## src/rtl/coproc_pkg.sv

```systemverilog
// Shared types and default geometry for the image coprocessor pipeline stages.
package coproc_pkg;

   localparam int PIX_W = 12;
   localparam int IMG_W = 256;
   localparam int IMG_H = 256;
   localparam int ACC_W = 17;

   typedef logic [PIX_W-1:0] pixel_t;

   typedef enum logic [1:0] {
      MODE_BLUR    = 2'd0,
      MODE_SHARPEN = 2'd1,
      MODE_EDGE    = 2'd2,
      MODE_PASS    = 2'd3
   } conv_mode_e;

   typedef enum logic {
      ST_IDLE = 1'b0,
      ST_RUN  = 1'b1
   } eng_state_e;

endpackage

```

## src/rtl/conv3x3_kernel.sv

```systemverilog
// Combinational per-mode kernel sum built from the registered row partials.
// o_sumB is only non-zero for EDGE, where it carries the vertical Sobel term.
module conv3x3_kernel import coproc_pkg::*; (
   input  logic [1:0]              i_mode,
   input  logic signed [ACC_W-1:0] i_wTop,
   input  logic signed [ACC_W-1:0] i_wMid,
   input  logic signed [ACC_W-1:0] i_wBot,
   input  logic signed [ACC_W-1:0] i_dTop,
   input  logic signed [ACC_W-1:0] i_dMid,
   input  logic signed [ACC_W-1:0] i_dBot,
   input  logic signed [ACC_W-1:0] i_cTop,
   input  logic signed [ACC_W-1:0] i_cMid,
   input  logic signed [ACC_W-1:0] i_cBot,
   input  logic signed [ACC_W-1:0] i_lrMid,
   output logic signed [ACC_W-1:0] o_sumA,
   output logic signed [ACC_W-1:0] o_sumB
);

   always_comb begin
      o_sumA = '0;
      o_sumB = '0;
      case (conv_mode_e'(i_mode))
         MODE_BLUR:    o_sumA = i_wTop + (i_wMid <<< 1) + i_wBot;
         MODE_SHARPEN: o_sumA = (i_cMid <<< 2) + i_cMid - (i_cTop + i_cBot + i_lrMid);
         MODE_EDGE: begin
            o_sumA = i_dTop + (i_dMid <<< 1) + i_dBot;
            o_sumB = i_wBot - i_wTop;
         end
         default:      o_sumA = i_cMid;
      endcase
   end

endmodule

```

## src/rtl/conv3x3_engine.sv

```systemverilog
// Three-stage 3x3 convolution engine: S1 row partials, S2 kernel sum, S3 saturate into output regs.
// Optional CONV_BORDER_ZERO_EN forces frame-border pixels to zero in every mode except PASS.
module conv3x3_engine #(
   parameter int PIX_W = 12,
   parameter int IMG_W = 256,
   parameter int IMG_H = 256
) (
   input  logic               clk,
   input  logic               rst,
   input  logic               start,
   input  logic [1:0]         mode,
   output logic               busy,
   output logic               done,
   input  logic [3*PIX_W-1:0] win_top,
   input  logic [3*PIX_W-1:0] win_mid,
   input  logic [3*PIX_W-1:0] win_bot,
   input  logic               in_valid,
   output logic               in_ready,
   output logic [PIX_W-1:0]   pix_out,
   output logic [7:0]         out_col,
   output logic [7:0]         out_row,
   output logic               out_last,
   output logic               out_valid,
   input  logic               out_ready
);
   import coproc_pkg::*;

   localparam logic [7:0] LAST_COL = 8'(IMG_W - 1);
   localparam logic [7:0] LAST_ROW = 8'(IMG_H - 1);
   localparam logic signed [ACC_W-1:0] PIX_MAX = ACC_W'((1 << PIX_W) - 1);

   function automatic logic signed [ACC_W-1:0] ext(input logic [PIX_W-1:0] p);
      return $signed({{(ACC_W-PIX_W){1'b0}}, p});
   endfunction

   eng_state_e r_state, w_stateNext;
   conv_mode_e r_modeQ;
   logic       r_done, r_inDone, r_v1, r_v2, r_outValid, r_outLast;
   logic [7:0] r_inCol, r_inRow, r_col1, r_row1, r_col2, r_row2, r_outCol, r_outRow;
   logic [PIX_W-1:0] r_pix, w_pix;
   logic signed [ACC_W-1:0] r_wTop, r_wMid, r_wBot, r_dTop, r_dMid, r_dBot;
   logic signed [ACC_W-1:0] r_cTop, r_cMid, r_cBot, r_lrMid;
   logic signed [ACC_W-1:0] w_sumA, w_sumB, r_sumA, r_sumB, w_absA, w_absB, w_res;
   logic w_busy, w_advance, w_inFire, w_frameEnd;
   logic [PIX_W-1:0] w_tl, w_tc, w_tr, w_ml, w_mc, w_mr, w_bl, w_bc, w_br;

   assign {w_tl, w_tc, w_tr} = win_top;
   assign {w_ml, w_mc, w_mr} = win_mid;
   assign {w_bl, w_bc, w_br} = win_bot;

   assign w_busy     = (r_state == ST_RUN);
   assign w_advance  = ~r_outValid | out_ready;
   assign in_ready   = w_busy & w_advance & ~r_inDone;
   assign w_inFire   = in_valid & in_ready;
   assign w_frameEnd = r_outValid & out_ready & r_outLast;

   assign busy      = w_busy;
   assign done      = r_done;
   assign pix_out   = r_pix;
   assign out_col   = r_outCol;
   assign out_row   = r_outRow;
   assign out_last  = r_outLast;
   assign out_valid = r_outValid;

   always_ff @(posedge clk) begin
      if (rst) r_state <= ST_IDLE;
      else     r_state <= w_stateNext;
   end

   always_comb begin
      w_stateNext = r_state;
      case (r_state)
         ST_IDLE: if (start) w_stateNext = ST_RUN;
         ST_RUN:  if (w_frameEnd) w_stateNext = ST_IDLE;
         default: w_stateNext = ST_IDLE;
      endcase
   end

   // Frame control, input raster counter and stage valid bits; reset flushes the pipe.
   always_ff @(posedge clk) begin
      if (rst) begin
         r_done   <= 1'b0;
         r_modeQ  <= MODE_BLUR;
         r_inCol  <= '0;
         r_inRow  <= '0;
         r_inDone <= 1'b0;
         r_v1     <= 1'b0;
         r_v2     <= 1'b0;
      end else begin
         r_done <= w_frameEnd;
         if (w_advance) begin
            r_v1 <= w_inFire;
            r_v2 <= r_v1;
         end
         if (r_state == ST_IDLE && start) begin
            r_modeQ  <= conv_mode_e'(mode);
            r_inCol  <= '0;
            r_inRow  <= '0;
            r_inDone <= 1'b0;
         end else if (w_inFire) begin
            if (r_inCol == LAST_COL) begin
               r_inCol <= '0;
               if (r_inRow == LAST_ROW) r_inDone <= 1'b1;
               else                     r_inRow  <= r_inRow + 8'd1;
            end else begin
               r_inCol <= r_inCol + 8'd1;
            end
         end
      end
   end

   // Datapath stages carry no reset; the valid bits above qualify them.
   always_ff @(posedge clk) begin
      if (w_advance) begin
         if (w_inFire) begin
            r_wTop  <= ext(w_tl) + (ext(w_tc) <<< 1) + ext(w_tr);
            r_wMid  <= ext(w_ml) + (ext(w_mc) <<< 1) + ext(w_mr);
            r_wBot  <= ext(w_bl) + (ext(w_bc) <<< 1) + ext(w_br);
            r_dTop  <= ext(w_tr) - ext(w_tl);
            r_dMid  <= ext(w_mr) - ext(w_ml);
            r_dBot  <= ext(w_br) - ext(w_bl);
            r_cTop  <= ext(w_tc);
            r_cMid  <= ext(w_mc);
            r_cBot  <= ext(w_bc);
            r_lrMid <= ext(w_ml) + ext(w_mr);
            r_col1  <= r_inCol;
            r_row1  <= r_inRow;
         end
         r_sumA <= w_sumA;
         r_sumB <= w_sumB;
         r_col2 <= r_col1;
         r_row2 <= r_row1;
      end
   end

   conv3x3_kernel u_kernel (
      .i_mode  (r_modeQ),
      .i_wTop  (r_wTop),
      .i_wMid  (r_wMid),
      .i_wBot  (r_wBot),
      .i_dTop  (r_dTop),
      .i_dMid  (r_dMid),
      .i_dBot  (r_dBot),
      .i_cTop  (r_cTop),
      .i_cMid  (r_cMid),
      .i_cBot  (r_cBot),
      .i_lrMid (r_lrMid),
      .o_sumA  (w_sumA),
      .o_sumB  (w_sumB)
   );

   always_comb begin
      w_absA = r_sumA[ACC_W-1] ? -r_sumA : r_sumA;
      w_absB = r_sumB[ACC_W-1] ? -r_sumB : r_sumB;
      w_res  = r_sumA;
      case (r_modeQ)
         MODE_BLUR: w_res = r_sumA >>> 4;
         MODE_EDGE: w_res = w_absA + w_absB;
         default:   w_res = r_sumA;
      endcase
      if (w_res < 0)            w_pix = '0;
      else if (w_res > PIX_MAX) w_pix = '1;
      else                      w_pix = w_res[PIX_W-1:0];
`ifdef CONV_BORDER_ZERO_EN
      if (r_modeQ != MODE_PASS &&
          (r_col2 == 8'd0 || r_col2 == LAST_COL || r_row2 == 8'd0 || r_row2 == LAST_ROW))
         w_pix = '0;
`endif
   end

   always_ff @(posedge clk) begin
      if (rst) begin
         r_outValid <= 1'b0;
         r_pix      <= '0;
         r_outCol   <= '0;
         r_outRow   <= '0;
         r_outLast  <= 1'b0;
      end else if (w_advance) begin
         r_outValid <= r_v2;
         if (r_v2) begin
            r_pix     <= w_pix;
            r_outCol  <= r_col2;
            r_outRow  <= r_row2;
            r_outLast <= (r_col2 == LAST_COL) && (r_row2 == LAST_ROW);
         end
      end
   end

endmodule

```

## config.mk

```make
export PLATFORM = sky130hd
export DESIGN_NAME = conv3x3_engine
export DESIGN_NICKNAME = d
export VERILOG_FILES = /design/src/rtl/coproc_pkg.sv /design/src/rtl/conv3x3_kernel.sv /design/src/rtl/conv3x3_engine.sv
export SDC_FILE = /design/constraint.sdc
export NUM_CORES = 1
export LEC_CHECK = 0
export ABC_AREA = 1
export CAP_MARGIN = 30
export CORE_ASPECT_RATIO = 1.4
export CORE_MARGIN = 5
export CORE_UTILIZATION = 59
export CTS_CLUSTER_SIZE = 30
export DETAILED_ROUTE_END_ITERATION = 6
export DONT_BUFFER_PORTS = 1
export MAX_ROUTING_LAYER = met4
export PLACE_DENSITY_LB_ADDON = 0.12
export SYNTH_ARGS = -nofsm -noshare
export SYNTH_HDL_FRONTEND = slang
export SYNTH_SLANG_ARGS = --single-unit
```

## constraint.sdc

```tcl
create_clock -name clk -period 6 [get_ports clk]
set_clock_uncertainty 0.15 [all_clocks]
set_input_delay 1.2 -clock clk [delete_from_list [all_inputs] [get_ports clk]]
set_output_delay 1.2 -clock clk [all_outputs]
set_load 0.01 [all_outputs]
```

### Word level (Yosys, flattened, before mapping)

Cells that the tools add are included.

* register bits: 268
* bits in latches: 0
* RAM bits: 0
* bits in read-only memories: 0
* input bits: 115
* output and inout bits: 33
* logic and storage cells: 89
* memories kept: 0

* add/sub/neg operators: 24
* multipliers: 0
* divide/modulo/power cells: 0
* order comparisons: 2
* eq/ne operators: 6
* shifts and indexed selects: 0
* mux-type cells: 10
* bitwise logic cells: 10
* reduce and logical (&&, ||, !) cells: 8

Operators with widths (count)
* adder 17 bit: 5
* adder 14 x 12 -> 15 bit: 4
* case mux 17 bit (3 select lines): 1
* adder 12 x 13 -> 14 bit: 3
* subtractor 12 x 12 -> 13 bit: 3
* 2-to-1 mux 17 bit: 2
* negation 17 bit: 2
* case mux 17 bit (2 select lines): 1
* subtractor 17 bit: 2
* == test 8 bit (second input constant): 4
* adder 12 x 12 -> 13 bit: 2
* 2-to-1 mux 12 bit: 2
* adder 17 x 14 -> 17 bit: 1
* greater-than comparator 17 x 13 -> 1 bit (second input constant): 1
* < comparator 17 x 1 -> 1 bit (second input constant): 1
* adder 8 x 1 -> 8 bit (second input constant): 2
* 2-to-1 mux 8 bit: 1
* AND reduction 3 bit: 2
* bitwise AND 1 bit: 5
* inverter 1 bit: 4
* AND reduction 2 bit: 2
* == test 2 x 1 -> 1 bit (second input constant): 1
* == test 2 bit (second input constant): 1
* logical AND 1 bit: 2
* other kinds (5): 6

### Longest topological paths before layout

Gate-level depths: netlist of the first run.

* depth in word-level cells: 7
* depth in mapped cells: 23
* depth with buffers taken out: 23

### By module

A second synthesis of the first run with hierarchy kept.

* cells, all modules: 2422
* area total of the unflattened synthesis: 20270.7 µm²

By module, submodules not included
* conv3x3_engine: instances 1, cells each 1388, area an instance 14005.9 µm², seq. area each 6826.5 µm²
* conv3x3_kernel: instances 1, cells each 1034, area an instance 6264.8 µm², seq. area each 0.0 µm²

### Worst setup path after synthesis of the first run

OpenSTA, ideal clock, no wires.

* kind: input-to-reg
* start: input out_ready
* end: register r_inCol[7]
* arrival: 5.478 ns
* data required time: 5.770 ns
* slack: 0.292 ns
* stages on the path: 9
* buffers on the path: 0
* path through: inv_2 > nand2_4 > nand4_4 > inv_1 > nand2_1 > inv_1 > nand3_1 > o21bai_1 > nor3b_1

* word-level cells in the longest chain between the ends: 4

Ends and longest elaborated chain
* from (decl): RTL line conv3x3_engine.sv:24 `input logic out_ready`
* OR 1 bit: RTL line conv3x3_engine.sv:52 `assign w_advance = ~r_outValid | out_ready;`
* bitwise AND 1 bit (2 in a row): RTL line conv3x3_engine.sv:53 `assign in_ready = w_busy & w_advance & ~r_inDone;`
* bitwise AND 1 bit: RTL line conv3x3_engine.sv:54 `assign w_inFire = in_valid & in_ready;`
* to (signal assigned): RTL line conv3x3_engine.sv:106 `r_inCol <= r_inCol + 8'd1;`
* to (decl): RTL line conv3x3_engine.sv:39 `logic [7:0] r_inCol, r_inRow, r_col1, r_row1, r_col2, r_row2, r_outCol, r_outRow;`

No other way between the ends.
A chain may end at the register's enable or synchronous reset.

### Final worst setup path of the first run

* start: register r_cTop[0]
* end: register r_sumA[15], data pin

* word-level cells in the longest chain between the ends: 4

Ends and longest elaborated chain
* from (decl): RTL line conv3x3_engine.sv:42 `logic signed [ACC_W-1:0] r_cTop, r_cMid, r_cBot, r_lrMid;`
* from (signal assigned): RTL line conv3x3_engine.sv:122 `r_cTop <= ext(w_tc);`
* adder 12 x 12 -> 13 bit: RTL line conv3x3_kernel.sv:24 `MODE_SHARPEN: o_sumA = (i_cMid <<< 2) + i_cMid - (i_cTop + i_cBot + i_lrMid);`
* adder 17 bit: RTL line conv3x3_kernel.sv:24
* subtractor 17 bit: RTL line conv3x3_kernel.sv:24
* case mux 17 bit (3 select lines): RTL line conv3x3_kernel.sv:22 `case (conv_mode_e'(i_mode))`
* to (signal assigned): RTL line conv3x3_engine.sv:129 `r_sumA <= w_sumA;`
* to (decl): RTL line conv3x3_engine.sv:43 `logic signed [ACC_W-1:0] w_sumA, w_sumB, r_sumA, r_sumB, w_absA, w_absB, w_res;`

No other way between the ends.

==> impl_results.md, run 1 <==
- Root buf cell: clkbuf_16
- CP max stage delay: 500 ps
- Max transition margin: 41.9%
- Critical path class: reg2reg
- R2R Path Start: r_cTop[0]$_DFFE_PP_
- Placed cells: 2501
- Gate Count Post-Synth: 2129
- Final setup viols: 0
- GR Overflow Total: 0
- Commonest non-fill, non-tap cell in the layout: nand2_1
- Rows: 77
- Via count: 14500
- Number of CTS-inserted buffers: 25
- Hold_sp: r_row1[3]$_DFFE_PP_
- Number of setup buffers added after CTS: 0
- IO buf count: 0
- WP data required: 6140 ps
- GRT Total Usage: 28.1%
- CTS Buffer Depth: 3
- Finished Cell Area: 20100 um2
- Initial Util: 59.6%
- Post-route ant nets: 0
- Fin. Hold Viols: 0
- DRT Pass-1 Iters: 5
- Drt drc: 0
- Synth unique cells: 57
- Insertion delay to the later sink of the worst-skew pair: 550 ps
- Main synth FF type: edfxtp_1
- Crit. End Element: flip-flop
- Syn. warnings: 0
- GPL Wtd Cong: 1.01
- CTS sink count: between 200 and 250
- Crit share post-route: around 72%
- HPWL after DPL: 41200 um
- Area Overhead vs Synth: 6.77%
- Die Area: 35600 um2
- Largest net degree at the start of global routing: 77
- Worst setup SP type: flip-flop
- Vert. Die Dim: 221 um
- Global-route wire length before repair: 76700 um
- FF+latch count, synth: 245
- Most frequent cells in the layout: 378 x nand2_1, 302 x inv_1, 215 x a21oi_1
- Outcome: finished clean
- 1st-iter DRT viols: 828
- Critical path's top delay family: adder cells
- Placed instance area: 19200 um2
- Post-Syn Nets: between 2000 and 3000
- Synthesized area per cell: between 8 and 9 um2
- Initial antenna violation count: 0
- Max_cap viols: 0
- Resized Gates After CTS: 0
- Critical Path AT: about 4500 ps
- Clock slew at reported path FFs: 70 ps
- Setup TNS: 0 ps
- Crit path from: r_cTop[0]$_DFFE_PP_
- Async S/R FF share, synth: 0%
- Final Power: between 6 and 7 mW
- Slew @ Worst Pin: 868 ps
- Post-Syn Area: approximately 19000 um2
- Core area: 31600 um2
- Crit path buffers/inverters: 3
- Routed Wire Length: 49100 um
- Nets: 2520
- Antenna fix cells: 0
- CP max stage cell: fa_1
- Die X: ~160 um
- Max IR drop VDD: ~0.23 mV
- Dpl ws: between 1500 and 2000 ps
- CTS tree: done
- Vias in the first global route: 14600
- Largest fanout on the critical path: 5
- Share of post-route cells with drive strength above 1: ~4.4%
- Final Non-Filler Cells: 2546
- Final worst slack: 1680 ps
- Minimum clock period: 4320 ps
- Power Density: approximately 320 nW/um2
- Critical-path cell list: ha_1 > fa_1 > nand3_1 > and2_1 > o221ai_1 > nand2_1 > nand2_1 > nand2_1 > nand2_1 > xnor2_1 > inv_1 > fa_1 > inv_1 > ha_1 > inv_1 > o21ai_0 > nor2_1 > nand3_1 > a21oi_1 > or2_2 > nand4_1 > nand3_1
- Hold Slack: 266 ps
- H-tree depth: 1
- Static leakage: 8.91 nW
- Post-CTS Hold Fix Bufs: 0
- Io pins: 148
- Vias/cell: 5.70
- WL/cell: 19.3 um
- CP dominant cell by count: nand2_1
- Unrepaired setup endpoints after global routing: no
- Post-synth EDFFs: ~190
- HP Class: reg2reg
- Sequential area share after synthesis: a little over a third
- Post-layout util: a little under two thirds
- Fmax: 0.231 GHz
- Slew Limit Fails: 0
## final timing paths
kind / cells past startpoint / end / slack [ps]
setup / recovery: 22 / r_sumA[15]$_SDFFCE_PP0N_ / 1680
hold / removal: 0 / r_row2[3]$_DFFE_PN_ / 270
setup reg to reg: 22 / r_sumA[15]$_SDFFCE_PP0N_ / 1680
hold reg to reg: 0 / r_row2[3]$_DFFE_PN_ / 270
## where the power goes
group	switching (mW)	internal (mW)
Sequential	0.144	2.04
Clock	0.683	0.951
Combinational	1.67	0.943
Total	2.50	3.94
## synthesized netlist by cell type (all sizes together) (2+ instances only)
| cell type | instances | share of area [%] |
|---|---|---|
| nand2 | 384 | 7.8 |
| inv | 306 | 6.1 |
| a21oi | 226 | 6.2 |
| edfxtp | 192 | 31 |
| ha | 187 | 12 |
| nor2 | 148 | 3.1 |
| o21ai | 128 | 3.4 |
| nand3 | 114 | 3.2 |
| xor2 | 90 | 4.2 |
| fa | 85 | 9.0 |
| dfxtp | 53 | 5.6 |
| xnor2 | 37 | 1.7 |
| nand4 | 22 | 0.84 |
| clkbuf | 17 | 0.34 |
| nor3 | 16 | 0.43 |
| o2111ai | 13 | 0.60 |
| o21bai | 12 | 0.48 |
| buf | 11 | 0.43 |
| o221ai | 10 | 0.47 |
| a21boi | 8 | 0.32 |
| a22oi | 8 | 0.32 |
| a31oi | 8 | 0.27 |
| nor4 | 8 | 0.30 |
| a211oi | 6 | 0.24 |
| o31ai | 6 | 0.24 |
| and2 | 5 | 0.19 |
| or2 | 5 | 0.17 |
| a21o | 4 | 0.16 |
| a221oi | 3 | 0.14 |
| clkinv | 3 | 0.066 |
| nor3b | 3 | 0.15 |
| o21a | 3 | 0.12 |
| nand3b | 2 | 0.080 |
| o211ai | 2 | 0.080 |
| o22ai | 2 | 0.066 |
## layer usage
metal | vias up | part of all wire [%] | routed length [um] | track usage, %
li1 | 7229 | - | - | -
met1 | 6751 | 37 | 18200 | 30.1
met2 | 420 | 52 | 25500 | 50.1
met3 | 121 | 4.6 | 2240 | 3.82
met4 | 0 | 6.4 | 3160 | 14.7
met5 | - | 0 | 0 | -
## area by class of cell
| cell class | count | area [um2] |
|---|---|---|
| clock buffers | 25 | 626 |
| clock inverters | 20 | 244 |
| fillers | 2659 | 11500 |
| inverters | 309 | 1170 |
| multi-input cells | 1547 | 10700 |
| flip-flops and latches | 245 | 6830 |
| well taps | 395 | 494 |
| repair buffers | 5 | 50.0 |
## flip-flops by register name, summed over array words and instances (netlist names), 2 cells and up
name	cells
r_sumA	17
r_sumB	17
r_wMid	14
r_dBot	13
r_dTop	13
r_wBot	13
r_wTop	13
pix_out	12
r_cBot	12
r_cMid	12
r_cTop	12
r_dMid	12
r_lrMid	12
out_col	8
out_row	8
r_col1	8
r_col2	8
r_inCol	8
r_inRow	8
r_row1	8
r_row2	8
r_modeQ	2
## cells by family (layout without fill, tap and decap cells)
kind of cell / count (synthesis) / in the layout / synth area share, %
AO/OA/AOI/OAI: 440 / 440 / 13.2
XOR/XNOR: 127 / 127 / 5.91
adder cells (fa/ha/maj): 272 / 272 / 21.5
buffers and inverters: 337 / 359 / 6.93
flip-flops: 245 / 245 / 36.3
AND/OR/NAND/NOR: 708 / 708 / 16.2
No activity file was read; power rests on OpenSTA's default activity.
==> run 2: changes to the inputs <==
--- a/config.mk
+++ b/config.mk
@@ -9,7 +9,7 @@
 export CAP_MARGIN = 30
 export CORE_ASPECT_RATIO = 1.4
 export CORE_MARGIN = 5
-export CORE_UTILIZATION = 59
+export CORE_UTILIZATION = 60
 export CTS_CLUSTER_SIZE = 30
 export DETAILED_ROUTE_END_ITERATION = 6
 export DONT_BUFFER_PORTS = 1
==> constraint.sdc (replaced) <==
create_clock -name clk -period 4 [get_ports clk]
set_clock_uncertainty 0.15 [all_clocks]
set_input_delay 0.8 -clock clk [delete_from_list [all_inputs] [get_ports clk]]
set_output_delay 0.8 -clock clk [all_outputs]
set_load 0.01 [all_outputs]
==> run 2 against run 1 <==
Net effect: utilization rose by 3.4 points; final cell count rose by 1.5%; sequential share of layout area fell by 1.0 points; die area fell by 1.6%; design area rose by 3.0%; via count rose by 2.3%; highest routed layer unchanged.
==> impl_results.md, run 2 (synthesized netlist as in run 1, its figures left out) <==
- Clk pwr share: 24.2% (-1.2 points)
- CTS Buffer Depth: 3 (unchanged)
- Die X: 160 um (-0.78%)
- Clock slew at reported path FFs: 60 ps (about the same)
- Max transition margin: 52.2% (+10 points)
- Max IR drop VDD: 0.311 mV (+38%)
- Fmax: 0.256 GHz (+11%)
- HP Class: in2reg
- CTS sink count: 245 (unchanged)
- Initial antenna violation count: 1 (+1)
- Final Power: 9.94 mW (+54%)
- Largest fanout on the critical path: 4 (-1)
- WP data required: 4130 ps (-2010 ps)
- Initial Util: 60.9% (+1.3 points)
- Minimum clock period: 3900 ps (-424 ps)
- Most frequent cells in the layout: 375 x nand2_1, 301 x inv_1, 207 x a21oi_1
- DRT Pass-1 Iters: 6 (+1)
- Crit share post-route: 97.5% (+25 points)
- Switch Pwr: 3.83 mW (+53%)
- Largest net degree at the start of global routing: 58 (-25%)
- Area Overhead vs Synth: 10.0%
- Core area: 30900 um2 (-2.2%)
- Crit. End Element: flip-flop
- GPL Wtd Cong: 0.968 (-4.0%)
- Via count: 14900 (+2.3%)
- Fin. Hold Viols: 0 (unchanged)
- Largest regs: r_sumA (17), r_sumB (17), r_wMid (14)
- Post-route ant nets: 0 (unchanged)
- Cell internal pwr: 6.11 mW (+55%)
- Io pins: 148 (unchanged)
- 1st-iter DRT viols: 946 (+14%)
- Root buf cell: clkbuf_16
- IO buf count: 0 (unchanged)
- GRT Total Usage: 29.2% (+1.1 points)
- Slew Limit Fails: 0 (unchanged)
- Unrepaired setup endpoints after global routing: yes
- Max_cap viols: 0 (unchanged)
- Finished Cell Area: 20700 um2 (+3.0%)
- Vias in the first global route: 14800 (+1.1%)
- Placed instance area: 19500 um2 (+1.5%)
- Slew @ Worst Pin: 717 ps (-151 ps)
- HPWL after DPL: 42000 um (+2.0%)
- Commonest non-fill, non-tap cell in the layout: nand2_1
- Vias/cell: 5.75 (+0.74%)
- Drt drc: 0 (unchanged)
- Die Area: 35100 um2 (-1.6%)
- Flop pwr share: 33.1% (-0.9 points)
- Post-CTS Hold Fix Bufs: 0 (unchanged)
- Critical path class: reg2reg
- GR Overflow Total: 0 (unchanged)
- H-tree depth: 1 (unchanged)
- Insertion delay to the later sink of the worst-skew pair: 540 ps (about the same)
- Nets: 2564 (+1.7%)
- Outcome: finished clean
- Final setup viols: 0 (unchanged)
- WL/cell: 19.5 um (+1.3%)
- Worst setup SP type: flip-flop
- CTS tree: done
- Rows: 76 (-1.3%)
- WHS Path Cells: 1 (+1)
- Combinational power share: 42.7% (+2.1 points)
- Number of CTS-inserted buffers: 25 (unchanged)
- Static leakage: 9.14 nW (+2.6%)
- Share of post-route cells with drive strength above 1: 8.48% (+4.1 points)
- Routed Wire Length: 50500 um (+2.9%)
- Vert. Die Dim: 220 um (-0.80%)
- Sw Ratio: 38.5% (-0.29 points)
- Power Density: 480 nW/um2 (+50%)
- Reg2reg path depth: 19 (-14%)
- Global-route wire length before repair: 77800 um (+1.4%)
- Critical Path AT: 4030 ps (-440 ps)
-- run 2: cell count changes in the layout (fill, tap and decap cells not counted), sizes merged --
cell,change
bufinv,-1
buf,+44
clkinv,-2
clkbuf,+7
diode,+1
clkinvlp,-2
inv,-3
-- run 2: metrics by stage --
step                      hold WS [ps]  utilization (%)  setup TNS (ps)  cells  setup slack, ps
after global placement             251             63.2            -274   2535             -185
after detailed placement           255             63.2            -722   2535             -259
after CTS                          138             66.1               0   2580             14.9
final                              161             67.0               0   2585              101
after floorplan                    250                -           -71.5   2129            -71.5
after global routing               141             67.0            -295   2585            -85.7
-- run 2: power groups by stage --
stage | Combinational, mW | Sequential, mW | Clock (mW)
floorplan | 2.95 | 3.24 | 0
global placement | 3.96 | 3.33 | 0
detailed placement | 4.01 | 3.33 | 0
CTS | 4.07 | 3.28 | 2.45
global route | 4.74 | 3.31 | 2.54
finish | 4.25 | 3.29 | 2.40
-- run 2: path summary, 6_finish.rpt --
check / start / slack (ps) / end
max: r_cTop[2]$_DFFE_PP_ / 100 / r_sumA[14]$_SDFFCE_PP0N_
min: rst / 160 / pix_out[7]$_SDFFE_PP0P_
max reg2reg: r_cTop[2]$_DFFE_PP_ / 100 / r_sumA[14]$_SDFFCE_PP0N_
min reg2reg: r_col1[5]$_DFFE_PP_ / 270 / r_col2[5]$_DFFE_PN_
-- run 2: cell type report --
class	instances	area, um2
Fill cell	2578	10200
Sequential cell	245	6830
Clock inverter	12	158
Clock buffer	32	692
Antenna cell	1	2.50
Timing Repair Buffer	49	368
Multi-Input combinational cell	1547	11000
Inverter	309	1170
Tap cell	390	488
-- run 2: timing repair --
| item | in CTS | in global routing |
|---|---|---|
| pin swaps | 5 | 21 |
| endpoints found under the setup margin | 6 | 24 |
| endpoints found under the hold margin | 0 | 0 |
| setup buffers | 1 | 4 |
| gates resized for setup | 14 | 51 |
-- run 2: routing by layer --
metal,wire [um],GRT usage [%],vias up
met2,27000,55.2,434
met3,2420,3.46,124
met4,2490,12.0,0
met1,18600,30.9,6985
met5,0,-,-
li1,-,-,7309
-- run 2: worst max-delay path, cell delays in order (launching register included) --
cell and delay (ps):
edfxtp_1 420, ha_4 280, a21oi_1 140, nand2_1 130, a21oi_2 220, o21ai_2 80, nand2_1 60, nand2_1 50
a21oi_1 160, xor2_1 230, fa_1 490, ha_4 290, inv_1 90, o21bai_2 100, a31oi_4 160, nand3_2 130
a21oi_2 180, nand4_1 110, nand3_1 90, nand3_1 90
==> RTL edit: new RTL, config.mk and constraints of run 2 <==
`PIX_W` is set to 12 in 2 places; all go to 13.
--- a/src/rtl/coproc_pkg.sv
+++ b/src/rtl/coproc_pkg.sv
@@ -1,7 +1,7 @@
 // Shared types and default geometry for the image coprocessor pipeline stages.
 package coproc_pkg;
 
-   localparam int PIX_W = 12;
+   localparam int PIX_W = 13;
    localparam int IMG_W = 256;
    localparam int IMG_H = 256;
    localparam int ACC_W = 17;
--- a/src/rtl/conv3x3_engine.sv
+++ b/src/rtl/conv3x3_engine.sv
@@ -1,7 +1,7 @@
 // Three-stage 3x3 convolution engine: S1 row partials, S2 kernel sum, S3 saturate into output regs.
 // Optional CONV_BORDER_ZERO_EN forces frame-border pixels to zero in every mode except PASS.
 module conv3x3_engine #(
-   parameter int PIX_W = 12,
+   parameter int PIX_W = 13,
    parameter int IMG_W = 256,
    parameter int IMG_H = 256
 ) (
Interface: changed (resized pix_out, win_bot, win_mid and win_top); port bits go from 148 to 158. The function was not compared with the original's and may differ.
==> RTL edit against run 2 <==
Count of clock-buffer cells in the layout down 2. Total power up 7.9%. Cell area up 5.5%. Synthesized area up 5.9%. Via count up 7.3%. Clock power up 7%. Routed wire length up 11%. Setup slack worse by 0.091 ns. Sequential cell count up 11. Critical path type unchanged. Largest power group unchanged. Highest routed layer unchanged.
==> RTL edit: results (changes against run 2) <==
* Number of global-route vias before repair at 15900 (was 14800)
* Worst Path Arrival at 4.13 ns (was 4.03 ns)
* Number of nets at the end of the flow at 2710 (was 2564)
* Total track usage at 0.311 (was 0.292)
* Run status: complete, no violations (unchanged)
* Endpoint of the worst hold-timing path: r_v1 (was pix_out[7])
* Met1 layer usage reported by global route at 0.325 (was 0.309)
* Layout filler cell count at 2803 (was 2578)
* Actual transition at the worst max-transition pin at 0.920 ns (was 0.717 ns)
* PD cells at 491 nW/µm² (was 480 nW/µm²)
* Top post-synthesis cells by count: sky130_fd_sc_hd__nand2_1 (417), sky130_fd_sc_hd__inv_1 (309), sky130_fd_sc_hd__a21oi_1 (242), sky130_fd_sc_hd__edfxtp_1 (202), sky130_fd_sc_hd__ha_1 (200) (was sky130_fd_sc_hd__nand2_1 (378), sky130_fd_sc_hd__inv_1 (303), sky130_fd_sc_hd__a21oi_1 (215), sky130_fd_sc_hd__edfxtp_1 (192), sky130_fd_sc_hd__ha_1 (187))
* Worst r2r path cells at 22 (was 19)
* Routability cong. at 1.01 (was 0.968)
* Met2 layer usage reported by global route at 0.563 (was 0.552)
* P_int at 6.45 mW (was 6.11 mW)
* Number of flops mapped to enable cells by yosys at 202 (was 192)
* Global-route wire length before repair at 85200 µm (was 77800 µm)
* Delay of the slowest critical-path stage at 0.56 ns (was 0.49 ns)
* Sequential fraction of the synthesis area at 0.359 (was 0.363)
* Post-detailed-route wirelength per cell at 20.3 µm (was 19.5 µm)
* Synthesized-area fraction occupied by xor and xnor cells at 0.0598 (was 0.0591)
* Share of synthesized cell area in full adder, half adder and majority cells at 0.217 (was 0.215)
* Leakage dissipation at 9.70 nW (was 9.14 nW)
* Cells taking the most area after synthesis: sky130_fd_sc_hd__edfxtp_1 (30%), sky130_fd_sc_hd__ha_1 (13%), sky130_fd_sc_hd__fa_1 (9.1%) (was sky130_fd_sc_hd__edfxtp_1 (31%), sky130_fd_sc_hd__ha_1 (12%), sky130_fd_sc_hd__fa_1 (9.0%))
* Post-route minimum period at 3.99 ns (was 3.90 ns)
* Register-to-register setup slack at 0.01 ns (was 0.10 ns)
* Fraction of final layout cells sized beyond drive strength 1 at 0.0734 (was 0.0848)
* Source of the worst register-to-register timing path: r_cMid[0] (was r_cTop[2])
* Largest registers in the final layout: r_sumA: 17 flops, r_sumB: 17 flops, r_wMid: 15 flops (was r_sumA: 17 flops, r_sumB: 17 flops, r_wMid: 14 flops)
* Number of antenna violations at the first check in global routing at 0 (was 1)
* Worst setup timing slack at the placement stage at -0.190 ns (was -0.259 ns)
* Placed wire-length estimate at 46500 µm (was 42000 µm)
* Clock transition at the registers of the reported paths at 0.06 ns (about the same)
* Met3 track utilization from global routing at 0.0372 (was 0.0346)
* Sum of met3 wire segment lengths after detailed routing at 2710 µm (was 2420 µm)
* Worst hold slack across all endpoints at 0.158 ns (was 0.161 ns)
* Number of CTS-inserted buffers at 26 (was 25)
* Main synth FF type: sky130_fd_sc_hd__edfxtp_1 (unchanged)
* Library cells used by synthesis at 55 (was 57)
* Placed Area at 20700 µm² (was 19500 µm²)
-- RTL edit: cell count changes after synthesis, moves of 11 or more --
| cell | delta |
|---|---|
| sky130_fd_sc_hd__nand2_1 | +39 |
| sky130_fd_sc_hd__a21oi_1 | +27 |
| sky130_fd_sc_hd__ha_1 | +13 |
| sky130_fd_sc_hd__a21o_1 | +11 |
-- RTL edit: through the flow --
step / instances / power [mW] / utilization
6_report: 2760 / 10.7 / 0.662
5_1_grt: 2760 / 11.4 / 0.662
4_1_cts: 2759 / 10.6 / 0.656
3_5_place_dp: 2711 / 7.97 / 0.626
3_3_place_gp: 2710 / 7.89 / 0.626
2_1_floorplan: 2259 / 6.62 / -
-- RTL edit: repair_timing --
action | 4_1_cts | 5_1_grt
pin swaps | 0 | 24
setup buffers | 0 | 1
endpoints found under the setup margin | 7 | 22
resized for setup | 13 | 45
-- RTL edit: power by group through the flow --
| stage | combinational (mW) | sequential [mW] | clock (mW) |
|---|---|---|---|
| finish | 4.69 | 3.46 | 2.57 |
| global route | 5.24 | 3.47 | 2.71 |
| CTS | 4.52 | 3.45 | 2.60 |
| detailed placement | 4.46 | 3.51 | 0 |
| global placement | 4.39 | 3.51 | 0 |
| floorplan | 3.21 | 3.40 | 0 |
-- RTL edit: layout make-up --
type	instances	area share
clock buffers	30	0.0328
clock inverters	18	0.00939
inverters	317	0.0554
multi-input cells	1658	0.536
flip-flops and latches	256	0.327
well taps	445	0.0255
repair buffers	36	0.0136
-- RTL edit: kinds of logic after synthesis --
group,after synthesis
AO/OA/AOI/OAI,468
XOR/XNOR,136
adder cells (fa/ha/maj),291
buffers and inverters,345
flip-flops,256
AND/OR/NAND/NOR,763
